==> config.mk <==
export PLATFORM = sky130hd
export DESIGN_NAME = image_composer
export DESIGN_NICKNAME = d
export VERILOG_FILES = /design/src/rtl/image_composer.sv
export SDC_FILE = /design/constraint.sdc
export NUM_CORES = 1
export LEC_CHECK = 0
export CAP_MARGIN = 20
export CORE_MARGIN = 2
export CORE_UTILIZATION = 41
export DETAILED_ROUTE_END_ITERATION = 16
export PLACE_DENSITY = 0.95
export SLEW_MARGIN = 20
export SYNTH_ARGS = -nofsm -noshare
export SYNTH_HDL_FRONTEND = slang
export SYNTH_SLANG_ARGS = --single-unit
==> constraint.sdc <==
create_clock -name clk_i -period 3.1 [get_ports clk_i]
set_input_delay 0.62 -clock clk_i [delete_from_list [all_inputs] [get_ports clk_i]]
set_output_delay 0.62 -clock clk_i [all_outputs]
set_load 0.02 [all_outputs]
==> src/rtl/image_composer.sv <==
// -----------------------------------------------------------------------------
// image_composer
//
// Purpose:
//   Composes N stacked RGB layers into one output pixel per cycle. A layer is
//   opaque when its enable bit is set and its pixel differs from the
//   transparent colour key KEY (full 24-bit compare). The highest-index opaque
//   layer wins (layer N-1 on top, layer 0 at the bottom). When no layer is
//   opaque the background colour BG is produced. Pixels are passed through
//   untouched; there is no blending or channel arithmetic.
//
// Parameters:
//   N    number of input layers, legal range 1..16
//   KEY  transparent colour key
//   BG   background colour used when no layer is opaque
//
// Optional feature (compile-time macro):
//   IMAGE_COMPOSER_LAYER_IDX_EN
//     Adds layer_o (winning layer index, $clog2(N) bits, minimum 1) and hit_o
//     (1 when some layer was opaque). Both are registered alongside RGB_o.
//     With no opaque layer, layer_o = 0 and hit_o = 0.
//
// Ports:
//   clk_i    in   1         sole clock, rising edge
//   rst_i    in   1         synchronous active-high reset
//   valid_i  in   1         en_i / RGB_i carry a pixel this cycle
//   en_i     in   N         per-layer enable (0 = treat layer as transparent)
//   RGB_i    in   [N-1:0][23:0]  per-layer pixel {R,G,B}
//   layer_o  out  LIDX_W    winning layer index  (macro only)
//   hit_o    out  1         some layer was opaque (macro only)
//   valid_o  out  1         RGB_o holds a composed pixel
//   RGB_o    out  24        composed pixel
//
// Handshake:
//   Valid-only stream, no ready/backpressure. A pixel is accepted on every
//   rising edge where valid_i=1 and rst_i=0; the composed result appears on
//   RGB_o with valid_o=1 exactly one cycle later. When valid_i=0, valid_o
//   drops to 0 the next cycle and RGB_o (and layer_o/hit_o) keep their
//   previous values. rst_i takes priority over valid_i: a pixel presented in
//   a reset cycle is dropped.
// -----------------------------------------------------------------------------
module image_composer #(
  parameter int          N   = 3,
  parameter logic [23:0] KEY = 24'h000000,
  parameter logic [23:0] BG  = 24'h000000,
  // Width of the layer index; kept at least 1 so N=1 still has a legal port.
  parameter int          LIDX_W = (N > 1) ? $clog2(N) : 1
) (
  input  logic                    clk_i,
  input  logic                    rst_i,
  input  logic                    valid_i,
  input  logic [N-1:0]            en_i,
  input  logic [N-1:0][23:0]      RGB_i,
`ifdef IMAGE_COMPOSER_LAYER_IDX_EN
  output logic [LIDX_W-1:0]       layer_o,
  output logic                    hit_o,
`endif
  output logic                    valid_o,
  output logic [23:0]             RGB_o
);

  // ---------------------------------------------------------------------------
  // Layer selection (combinational, input side of the output register only)
  // ---------------------------------------------------------------------------
  logic [N-1:0]        opaque;
  logic [23:0]         sel_rgb;
  logic [LIDX_W-1:0]   sel_idx;
  logic                sel_hit;

  always_comb begin
    for (int k = 0; k < N; k++) begin
      opaque[k] = en_i[k] && (RGB_i[k] != KEY);
    end
  end

  // Scanning upward and letting each later opaque layer overwrite the result
  // gives "highest index wins" without a separate priority encoder.
  always_comb begin
    sel_rgb = BG;
    sel_idx = '0;
    sel_hit = 1'b0;
    for (int k = 0; k < N; k++) begin
      if (opaque[k]) begin
        sel_rgb = RGB_i[k];
        sel_idx = LIDX_W'(k);
        sel_hit = 1'b1;
      end
    end
  end

  // ---------------------------------------------------------------------------
  // Output register
  // ---------------------------------------------------------------------------
  logic        valid_d, valid_q;
  logic [23:0] rgb_d,   rgb_q;

  // Without a valid pixel the colour register holds, so RGB_o stays stable
  // through bubbles in the stream.
  always_comb begin
    valid_d = valid_i;
    rgb_d   = valid_i ? sel_rgb : rgb_q;
  end

  always_ff @(posedge clk_i) begin
    if (rst_i) begin
      valid_q <= 1'b0;
      rgb_q   <= BG;
    end else begin
      valid_q <= valid_d;
      rgb_q   <= rgb_d;
    end
  end

  assign valid_o = valid_q;
  assign RGB_o   = rgb_q;

`ifdef IMAGE_COMPOSER_LAYER_IDX_EN
  // Index and hit flag follow exactly the same load/hold/reset rules as the
  // colour so the three outputs always describe the same pixel.
  logic [LIDX_W-1:0] layer_d, layer_q;
  logic              hit_d,   hit_q;

  always_comb begin
    layer_d = valid_i ? sel_idx : layer_q;
    hit_d   = valid_i ? sel_hit : hit_q;
  end

  always_ff @(posedge clk_i) begin
    if (rst_i) begin
      layer_q <= '0;
      hit_q   <= 1'b0;
    end else begin
      layer_q <= layer_d;
      hit_q   <= hit_d;
    end
  end

  assign layer_o = layer_q;
  assign hit_o   = hit_q;
`else
  // Index/hit are only exported with the optional feature; keep the
  // selection results referenced so the default build stays lint-clean.
  logic unused_sel;
  assign unused_sel = ^{sel_idx, sel_hit};
`endif

endmodule

==> run metrics, run 1 <==
Worst Hold Endpoint=RGB_o[9]$_SDFFE_PP0P_; Detail Route Antenna Nets=0; Core ar.=roughly 0.0040 mm^2; RSZ-0062 raised after global routing=false; Clock Tree Root=clkbuf_8; Die Wd=about 69 um; sequence of cells on the critical path=clkdlybuf4s50_1 > nor4_1 > nand4_2 > o21ai_4 > buf_4 > a221oi_1 > o32ai_1; Yosys cell types=24; synth warn=0; grt total ovfl=0; clock-pin slew on the worst setup and hold paths=~0.08 ns; initial antenna violation count=0; main flop type after synthesis=dfxtp_1; Peak Freq=roughly 390 MHz; Remaining DRCs=0; I/O pin count=103; final setup fails=0; post-cts hold buffer count=0; DR WL met2=between 3 and 4 mm; CTS tree=done; hold path start=RGB_o[9]$_SDFFE_PP0P_; post-route minimum period=between 2 and 3 ns; final worst slack=0.517 ns; routability-driven placement congestion ratio=~0.89; Fin. Hold Viols=0; Syn Nets=about 290; Area growth syn-to-layout=62.9%; die area=roughly 0.0048 mm^2; Sink Count=25; Mean Syn Cell Area=8.40 um^2; die height=just under 70 um; row count=23; critical-path maximum fanout=9; sequential share of the synthesized area=between 20% and 30%; first-pass GRT wire length=around 10 mm; Slowest-stage cell, CP=nor4_1; cts repair resizes=0; GRT Overall Usage=25.0%; post-layout util=between 70% and 80%; Nets=around 380; Worst path max stage delay=about 0.48 ns; crit start category=input port; Pins Over Slew Limit=0; met1 wire length=between 2 and 2.5 mm; Syn Inst Count=207; Post-DP Area=about 0.0028 mm^2; Starting Density=43.1%; Worst Tran Pin Value=around 0.87 ns; Async S/R FF share, synth=0%; PortBufs=just over 100; r2r setup slk=between 2 and 2.5 ns; total power=around 0.9 mW; leading area contributor after synthesis=dfxtp_1; RR Endpoint=RGB_o[7]$_SDFFE_PP0P_; skew final=0 ns; ratio of final minimum period to clock period=between 80 and 90%; HPWL Detailed=4.61 mm; DRT Wirelength=6.05 mm; Worst Hold Slack=about 0.5 ns; leakage power=0.973 nW; Yosys top cell area share=between 20 and 30%; #FFs+latches synth=25; Max clock buf depth=2; RR Startpoint=RGB_o[7]$_SDFFE_PP0P_; n_diodes=0; Synth top cells by count=25 x dfxtp_1, 25 x nand2_1, 24 x nor2_1; layout cells sized above 1=roughly 12%; largest net degree at the start of global routing=33; Required @ worst endpoint=between 3 and 4 ns; top layer reached by signal wires=met4; design area=roughly 0.0028 mm^2; vias post-DR=between 2000 and 2500; Pwr Density=roughly 310 mW/mm^2; VDD IR-drop max=approximately 0.26 mV; hold path depth=2; clk_lat worst skew=approximately 0.27 ns; Hold Crit Class=flop to flop; post-placement cell count=~350; Post-synth EDFFs=0; Synth area leaders=dfxtp_1 29%, o32ai_2 9.4%, a221oi_2 8.6%, nand2b_1 6.5%, and2_1 6.1%; number of global-route vias before repair=2139; vias per inst=5.90; max-cap violation count=0; setup TNS=0 ns; routed len/inst=17.1 um; final std cells w/o fill=roughly 350; status=finished clean; dpl ws=roughly 0.28 ns; drt first pass iters=4; Post-Syn Area=around 0.0017 mm^2; Met3 Wirelength=449 um; FF-to-FF path depth=2; starting DRC count in detailed routing=just over 300; relative slew slack=approximately two fifths; critical path class=input port to flop; H-tree depth=1; WP data arrival=~2.8 ns; Post-CTS Setup Inserts=0; CTS buffer count=3; CP Capture Type=flop
[flip-flops by register name (all words and copies together), names as in the netlist]
register,count
valid_o,1
RGB_o,24
[logic make-up (layout without fill, tap and decap cells)]
family	Yosys count	after routing	share of synthesized area, %
buffers and inverters	20	116	6.19
AO/OA/AOI/OAI	58	58	34.8
AND/OR/NAND/NOR	104	104	30.2
flip-flops	25	25	28.8
[worst max-delay path: cells and delay by family]
| kind | cells | cell delay, ns |
|---|---|---|
| and+or+nand+nor | 2 | 0.82 |
| AOI/OAI and AO/OA | 3 | 0.67 |
| buffers and inverters | 2 | 0.64 |
[where the power goes]
part,total [mW],internal [mW],switching (mW)
registers,0.357,0.344,0.0127
logic,0.326,0.182,0.144
clock network,0.194,0.0919,0.102
[worst max path at each step]
stage / depth (start not counted) / end / slack [ns] / from
after detailed placement: 7 / RGB_o[16]$_SDFFE_PP0P_ / 0.28 / RGB_i[24]
after global routing: 7 / RGB_o[16]$_SDFFE_PP0P_ / 0.33 / RGB_i[25]
after CTS: 7 / RGB_o[16]$_SDFFE_PP0P_ / 0.54 / RGB_i[24]
final: 7 / RGB_o[16]$_SDFFE_PP0P_ / 0.52 / RGB_i[24]
after global placement: 7 / RGB_o[2]$_SDFFE_PP0P_ / 0.37 / RGB_i[24]
after floorplan: 7 / RGB_o[0]$_SDFFE_PP0P_ / 1.05 / RGB_i[61]
[area by class of cell]
| class | instances | area, um^2 |
|---|---|---|
| fill | 343 | 1200 |
| tap | 50 | 62.6 |
| sequential | 25 | 500 |
| clock buffer | 4 | 45.0 |
| inverter | 1 | 3.75 |
| multi-input combinational | 162 | 1130 |
| timing repair buffer | 111 | 1090 |
[layer usage]
| metal | track usage, % | vias up |
|---|---|---|
| li1 | - | 969 |
| met1 | 29.8 | 1001 |
| met2 | 45.1 | 103 |
| met3 | 5.70 | 8 |
| met4 | 6.10 | 0 |
| met5 | 0 | - |
[cell usage in the layout (no fill, tap or decap), types with 3 or more instances in the layout]
master	netlist	layout
dfxtp_1	25	25
o21ai_0	14	14
o32ai_2	10	10
and2_1	17	17
o32ai_1	7	7
clkbuf_8	0	3
clkdlybuf4s50_1	0	102
buf_4	2	9
nor2_1	24	24
nand2_1	25	25
a311oi_1	9	9
a221oi_2	10	10
nand2b_1	18	18
a221oi_1	5	5
nor3_1	7	7
nor4_1	12	12
Power figures use the tool's default switching activity.
==> inputs of run 2 (changes only) <==
--- a/config.mk
+++ b/config.mk
@@ -7,9 +7,9 @@
 export LEC_CHECK = 0
 export CAP_MARGIN = 20
 export CORE_MARGIN = 2
-export CORE_UTILIZATION = 41
+export CORE_UTILIZATION = 34
 export DETAILED_ROUTE_END_ITERATION = 16
-export PLACE_DENSITY = 0.95
+export PLACE_DENSITY = 0.87
 export SLEW_MARGIN = 20
 export SYNTH_ARGS = -nofsm -noshare
 export SYNTH_HDL_FRONTEND = slang
==> constraint.sdc (replaced) <==
create_clock -name clk_i -period 2.1 [get_ports clk_i]
set_input_delay 0.42 -clock clk_i [delete_from_list [all_inputs] [get_ports clk_i]]
set_output_delay 0.42 -clock clk_i [all_outputs]
set_load 0.02 [all_outputs]
==> run metrics, run 2 (synthesis gave the netlist of run 1 again) <==
status=finished clean; leakage power=1.34 nW (+38%); Peak Freq=between 400 and 500 MHz; Worst Tran Pin Value=0.359 ns (-0.512 ns); RR Endpoint=RGB_o[6]$_SDFFE_PP0P_; hold path depth=3 (+1); post-route minimum period=between 2 and 2.5 ns; post-layout util=66.7% (-3.6 points); Die Wd=75.5 um (+9.2%); most common cell after layout, fill and taps aside=clkdlybuf4s50_1; commonest cells after routing, fill and taps aside=84 x clkdlybuf4s50_1, 34 x buf_4, 25 x dfxtp_1, 25 x nand2_1, 24 x nor2_1; critical-path maximum fanout=9 (unchanged); Slowest-stage cell, CP=clkdlybuf4s50_1; n_diodes=0 (unchanged); crit start category=input port; post-placement cell count=399 (+14%); initial antenna violation count=0 (unchanged); FF-to-FF path depth=2 (unchanged); Crit path depth=7 (unchanged); Pins Over Slew Limit=0 (unchanged); Required @ worst endpoint=2.25 ns (-1.02 ns); max reg flops=24 (unchanged); Detail Route Antenna Nets=0 (unchanged); starting DRC count in detailed routing=127 (-58%); grt total ovfl=0 (unchanged); Worst path max stage delay=0.46 ns (-0.02 ns); hold path start=RGB_i[57]; PortBufs=102 (unchanged); GRT Overall Usage=22.0% (-3.0 points); drt first pass iters=4 (unchanged); Reg area=500 um^2 (unchanged); CTS buffer count=3 (unchanged); Post-DP Area=0.00305 mm^2 (+9.4%); DRT Wirelength=6.59 mm (+8.9%); final std cells w/o fill=407 (+15%); final worst slack=0.0251 ns (-0.492 ns); die height=75.5 um (+9.2%); post-cts hold buffer count=0 (unchanged); sequence of cells on the critical path=clkdlybuf4s50_1 > nor4_2 > nand2_1 > o31a_1 > buf_4 > a221oi_1 > o32ai_1; fillers=407 (+19%); dpl ws=-0.389 ns (-0.665 ns); vias per inst=5.34 (-9.4%); H-tree depth=1 (unchanged); first-pass GRT wire length=9.74 mm (-2.4%); Worst Hold Endpoint=RGB_o[9]$_SDFFE_PP0P_; RR Startpoint=RGB_o[6]$_SDFFE_PP0P_; HPWL Detailed=4.75 mm (+3.1%); design area=0.00334 mm^2 (+18%); clk_lat worst skew=0.27 ns (about the same); crit path buf inv count=2 (unchanged); vias post-DR=2173 (+4.4%); Remaining DRCs=0 (unchanged); multi-input logic area=0.00126 mm^2 (+12%); skew final=0 ns (unchanged); ratio of final minimum period to clock period=approximately 99%; Hold Crit Class=input port to flop; clock-pin slew on the worst setup and hold paths=0.10 ns (+0.02 ns); Core ar.=0.00501 mm^2 (+24%); number of global-route vias before repair=2196 (+2.7%); Nets=416 (+8.9%); max-cap violation count=0 (unchanged); r2r setup slk=1.36 ns (-0.96 ns); Starting Density=34.7% (-8.4 points); Max clock buf depth=2 (unchanged); Top delay family on crit path=compound AO/OA/AOI/OAI gates; relative slew slack=76.0% (+34 points); die area=0.00570 mm^2 (+19%); final setup fails=0 (unchanged); Pwr Density=410 mW/mm^2 (+32%); WP data arrival=2.23 ns (-0.52 ns); total power=1.37 mW (+56%); layout cells sized above 1=25.8% (+14 points); Sink Count=25 (unchanged); routability-driven placement congestion ratio=0.889 (-0.16%); critical path class=input port to flop; largest net degree at the start of global routing=32 (-3.0%); routed len/inst=16.2 um (-5.6%); VDD IR-drop max=0.241 mV (-6.6%); CP Capture Type=flop; Area growth syn-to-layout=92.2%; Fin. Hold Viols=0 (unchanged); I/O pin count=103 (unchanged); RSZ-0062 raised after global routing=true; Clock Tree Root=clkbuf_8; row count=26 (+13%); CTS tree=done
==> run 2: what timing repair did <==
item,4_1_cts,5_1_grt
resized for setup,10,40
pin swaps,4,20
cloned,0,3
endpoints found under the setup margin,15,24
setup buffers,0,1
==> run 2: worst register-to-register path, delay by kind of cell, from the launching register on <==
kind,cells,cell delay (ns)
AOI/OAI and AO/OA,1,0.26
DFF,1,0.35
and+or+nand+nor,1,0.04
==> run 2: how the worst max path moves through the flow <==
| stage | endpoint | start |
|---|---|---|
| 2_1_floorplan | RGB_o[0]$_SDFFE_PP0P_ | RGB_i[61] |
| 6_report | RGB_o[23]$_SDFFE_PP0P_ | RGB_i[66] |
| 3_3_place_gp | RGB_o[7]$_SDFFE_PP0P_ | RGB_i[42] |
| 5_1_grt | RGB_o[13]$_SDFFE_PP0P_ | RGB_i[66] |
| 3_5_place_dp | RGB_o[2]$_SDFFE_PP0P_ | RGB_i[65] |
| 4_1_cts | RGB_o[2]$_SDFFE_PP0P_ | RGB_i[65] |
==> run 2: layer usage <==
layer	wire length, um	up-vias	global-route usage, %
li1	-	1045	-
met1	2650	1025	25.8
met2	3390	93	40.3
met3	443	10	4.63
met4	106	0	6.24
met5	0	-	0
==> run 2: stage by stage <==
step | TNS [ns] | hold slack [ns]
final | 0 | 0.473
after global routing | -0.996 | 0.485
after CTS | 0 | 0.488
after detailed placement | -7.30 | 0.475
after global placement | -5.34 | 0.470
after floorplan | 0 | 0.555
==> run 2: power breakdown <==
group | switching [mW] | total, mW | internal, mW
logic | 0.238 | 0.547 | 0.309
clock network | 0.163 | 0.296 | 0.133
registers | 0.0182 | 0.526 | 0.508
==> run 2: layout make-up <==
type,instances,share of cell area (%)
timing repair buffer,145,43.2
multi-input combinational,162,37.7
sequential,25,15.0
tap,70,2.62
clock buffer,3,1.24
clock inverter,1,0.150
inverter,1,0.112
==> inputs of run 3 (changes only) <==
==> constraint.sdc (replaced) <==
create_clock -name clk_i -period 1.9 [get_ports clk_i]
set_input_delay 0.38 -clock clk_i [delete_from_list [all_inputs] [get_ports clk_i]]
set_output_delay 0.38 -clock clk_i [all_outputs]
set_load 0.02 [all_outputs]
==> run metrics, run 3 (synthesis gave the netlist of run 1 again) <==
final setup fails=0 (unchanged); skew final=0 ns (unchanged); commonest cells after routing, fill and taps aside=55 x clkdlybuf4s50_1, 40 x buf_4, 25 x dfxtp_1, 24 x nor2_1, 22 x nand2_1; Pins Over Slew Limit=0 (unchanged); clk_lat worst skew=0.27 ns (about the same); Peak Freq=between 500 and 600 MHz; most common cell after layout, fill and taps aside=clkdlybuf4s50_1; die height=75.5 um (unchanged); leakage power=1.38 nW (+2.9%); Pwr Density=445 mW/mm^2 (+8.4%); grt total ovfl=0 (unchanged); layout cells sized above 1=31.8% (+6.0 points); ratio of final minimum period to clock period=a little over nine tenths; Worst path max stage delay=0.28 ns (-0.18 ns); GRT Overall Usage=25.4% (+3.4 points); Psw=0.481 mW (+15%); number of global-route vias before repair=2395 (+9.1%); Reg area=500 um^2 (unchanged); multi-input logic area=0.00134 mm^2 (+6.5%); largest net degree at the start of global routing=32 (unchanged); Clk network pwr share=20.9% (-0.7 points); most frequent CP cell=buf_4; Die Wd=75.5 um (unchanged); Required @ worst endpoint=2.08 ns (-0.17 ns); die area=0.00570 mm^2 (unchanged); relative slew slack=76.8% (+0.83 points); Detail Route Antenna Nets=0 (unchanged); I/O pin count=103 (unchanged); PortBufs=102 (unchanged); Core ar.=0.00501 mm^2 (unchanged); critical-path maximum fanout=5 (-4); status=finished clean; sequential fraction of design power=38.1% (-0.3 points); vias per inst=5.53 (+3.6%); setup TNS=0 ns (unchanged); row count=26 (unchanged); vias post-DR=2300 (+5.8%); initial antenna violation count=0 (unchanged); CTS tree=done; Starting Density=34.7% (unchanged); clock-pin slew on the worst setup and hold paths=0.09 ns (about the same); n_diodes=0 (unchanged); Worst Hold Slack=0.401 ns (-0.0726 ns); post-layout util=68.7% (+2.1 points); Worst Tran Pin Value=0.347 ns (-0.0113 ns); Fin. Hold Viols=0 (unchanged); fillers=401 (-1.5%); sequence of cells on the critical path=clkdlybuf4s15_1 > nor4_4 > nand2_2 > buf_4 > o31ai_4 > buf_4 > buf_6 > o21ai_0 > a311oi_1; routability-driven placement congestion ratio=0.880 (-0.97%); Nets=425 (+2.2%); max reg flops=24 (unchanged); switching share of power=31.4% (+0.76 points); Slowest-stage cell, CP=a311oi_1; Clock Tree Root=clkbuf_8; FF-to-FF path depth=2 (unchanged); first-pass GRT wire length=11.1 mm (+14%); crit start category=input port; WP data arrival=2.01 ns (-0.22 ns); VDD IR-drop max=0.253 mV (+4.8%); Area growth syn-to-layout=98.1%; hold path depth=3 (unchanged); post-route minimum period=approximately 1.8 ns; H-tree depth=1 (unchanged); routed len/inst=17.7 um (+9.2%); Hold Crit Class=input port to flop; part of the power in combinational logic=41.0% (+1.0 points); Max clock buf depth=2 (unchanged); CP Capture Type=flop; cell-internal power=1.05 mW (+11%); Sink Count=25 (unchanged); Remaining DRCs=0 (unchanged); CTS buffer count=3 (unchanged); drt first pass iters=4 (unchanged); starting DRC count in detailed routing=156 (+23%); critical path class=input port to flop; HPWL Detailed=4.85 mm (+2.1%); max-cap violation count=0 (unchanged); DRT Wirelength=7.35 mm (+12%)
==> run 3: changes by cell type in the layout (fill, tap and decap cells not counted), sizes merged <==
cell / before / now
clkdlybuf4s50: 84 / 55
clkinv: 1 / 0
clkbuf: 5 / 11
dlymetal6s2s: 18 / 11
clkdlybuf4s15: 0 / 8
dlygate4sd2: 0 / 21
buf: 41 / 52
==> run 3: metrics by stage <==
step	instance area (um^2)	power (mW)	worst slack [ns]	cells
floorplan	1740	0.828	0.0945	207
global placement	3090	1.16	-0.409	401
detailed placement	3090	1.17	-0.479	401
CTS	3330	1.51	0.00780	412
global route	3440	1.60	-0.0210	416
finish	3440	1.53	0.0658	416
==> run 3: power by group through the flow <==
stage               clock (mW)  combinational (mW)  sequential [mW]
detailed placement           0               0.578            0.594
global placement             0               0.570            0.593
finish                   0.319               0.628            0.584
floorplan                    0               0.192            0.637
CTS                      0.328               0.604            0.582
global route             0.344               0.667            0.587
==> run 3: critical path, delay by kind of cell <==
family	cells	cell delay, ns
buf+inv	4	0.69
simple gates	2	0.35
compound gates	3	0.60
==> run 3: timing repair <==
action | 4_1_cts | 5_1_grt
pin swaps | 34 | 29
hold buffers | 0 | 0
gates resized for setup | 69 | 50
buffers inserted | 3 | 5
cloned | 4 | 0
endpoints found under the setup margin | 24 | 24
==> run 3: final timing paths <==
check                                             from                     end  slack, ns
worst min register to register  RGB_o[13]$_SDFFE_PP0P_  RGB_o[13]$_SDFFE_PP0P_       0.50
worst min-delay path                         RGB_i[55]   RGB_o[7]$_SDFFE_PP0P_       0.40
worst max-delay path                         RGB_i[63]  RGB_o[11]$_SDFFE_PP0P_       0.07
worst max register to register   RGB_o[9]$_SDFFE_PP0P_   RGB_o[9]$_SDFFE_PP0P_       1.11
==> run 3: cell type report <==
cell class	instances	area share (%)
timing repair buffer	154	42.6
multi-input combinational	162	39.0
sequential	25	14.5
tap	70	2.54
clock buffer	4	1.31
inverter	1	0.109
==> run 3: metal layers <==
metal	share of wire (%)	global-route usage, %
met1	38	29.4
met2	52	46.0
met3	6.0	4.23
met4	3.7	10.9
met5	0	0
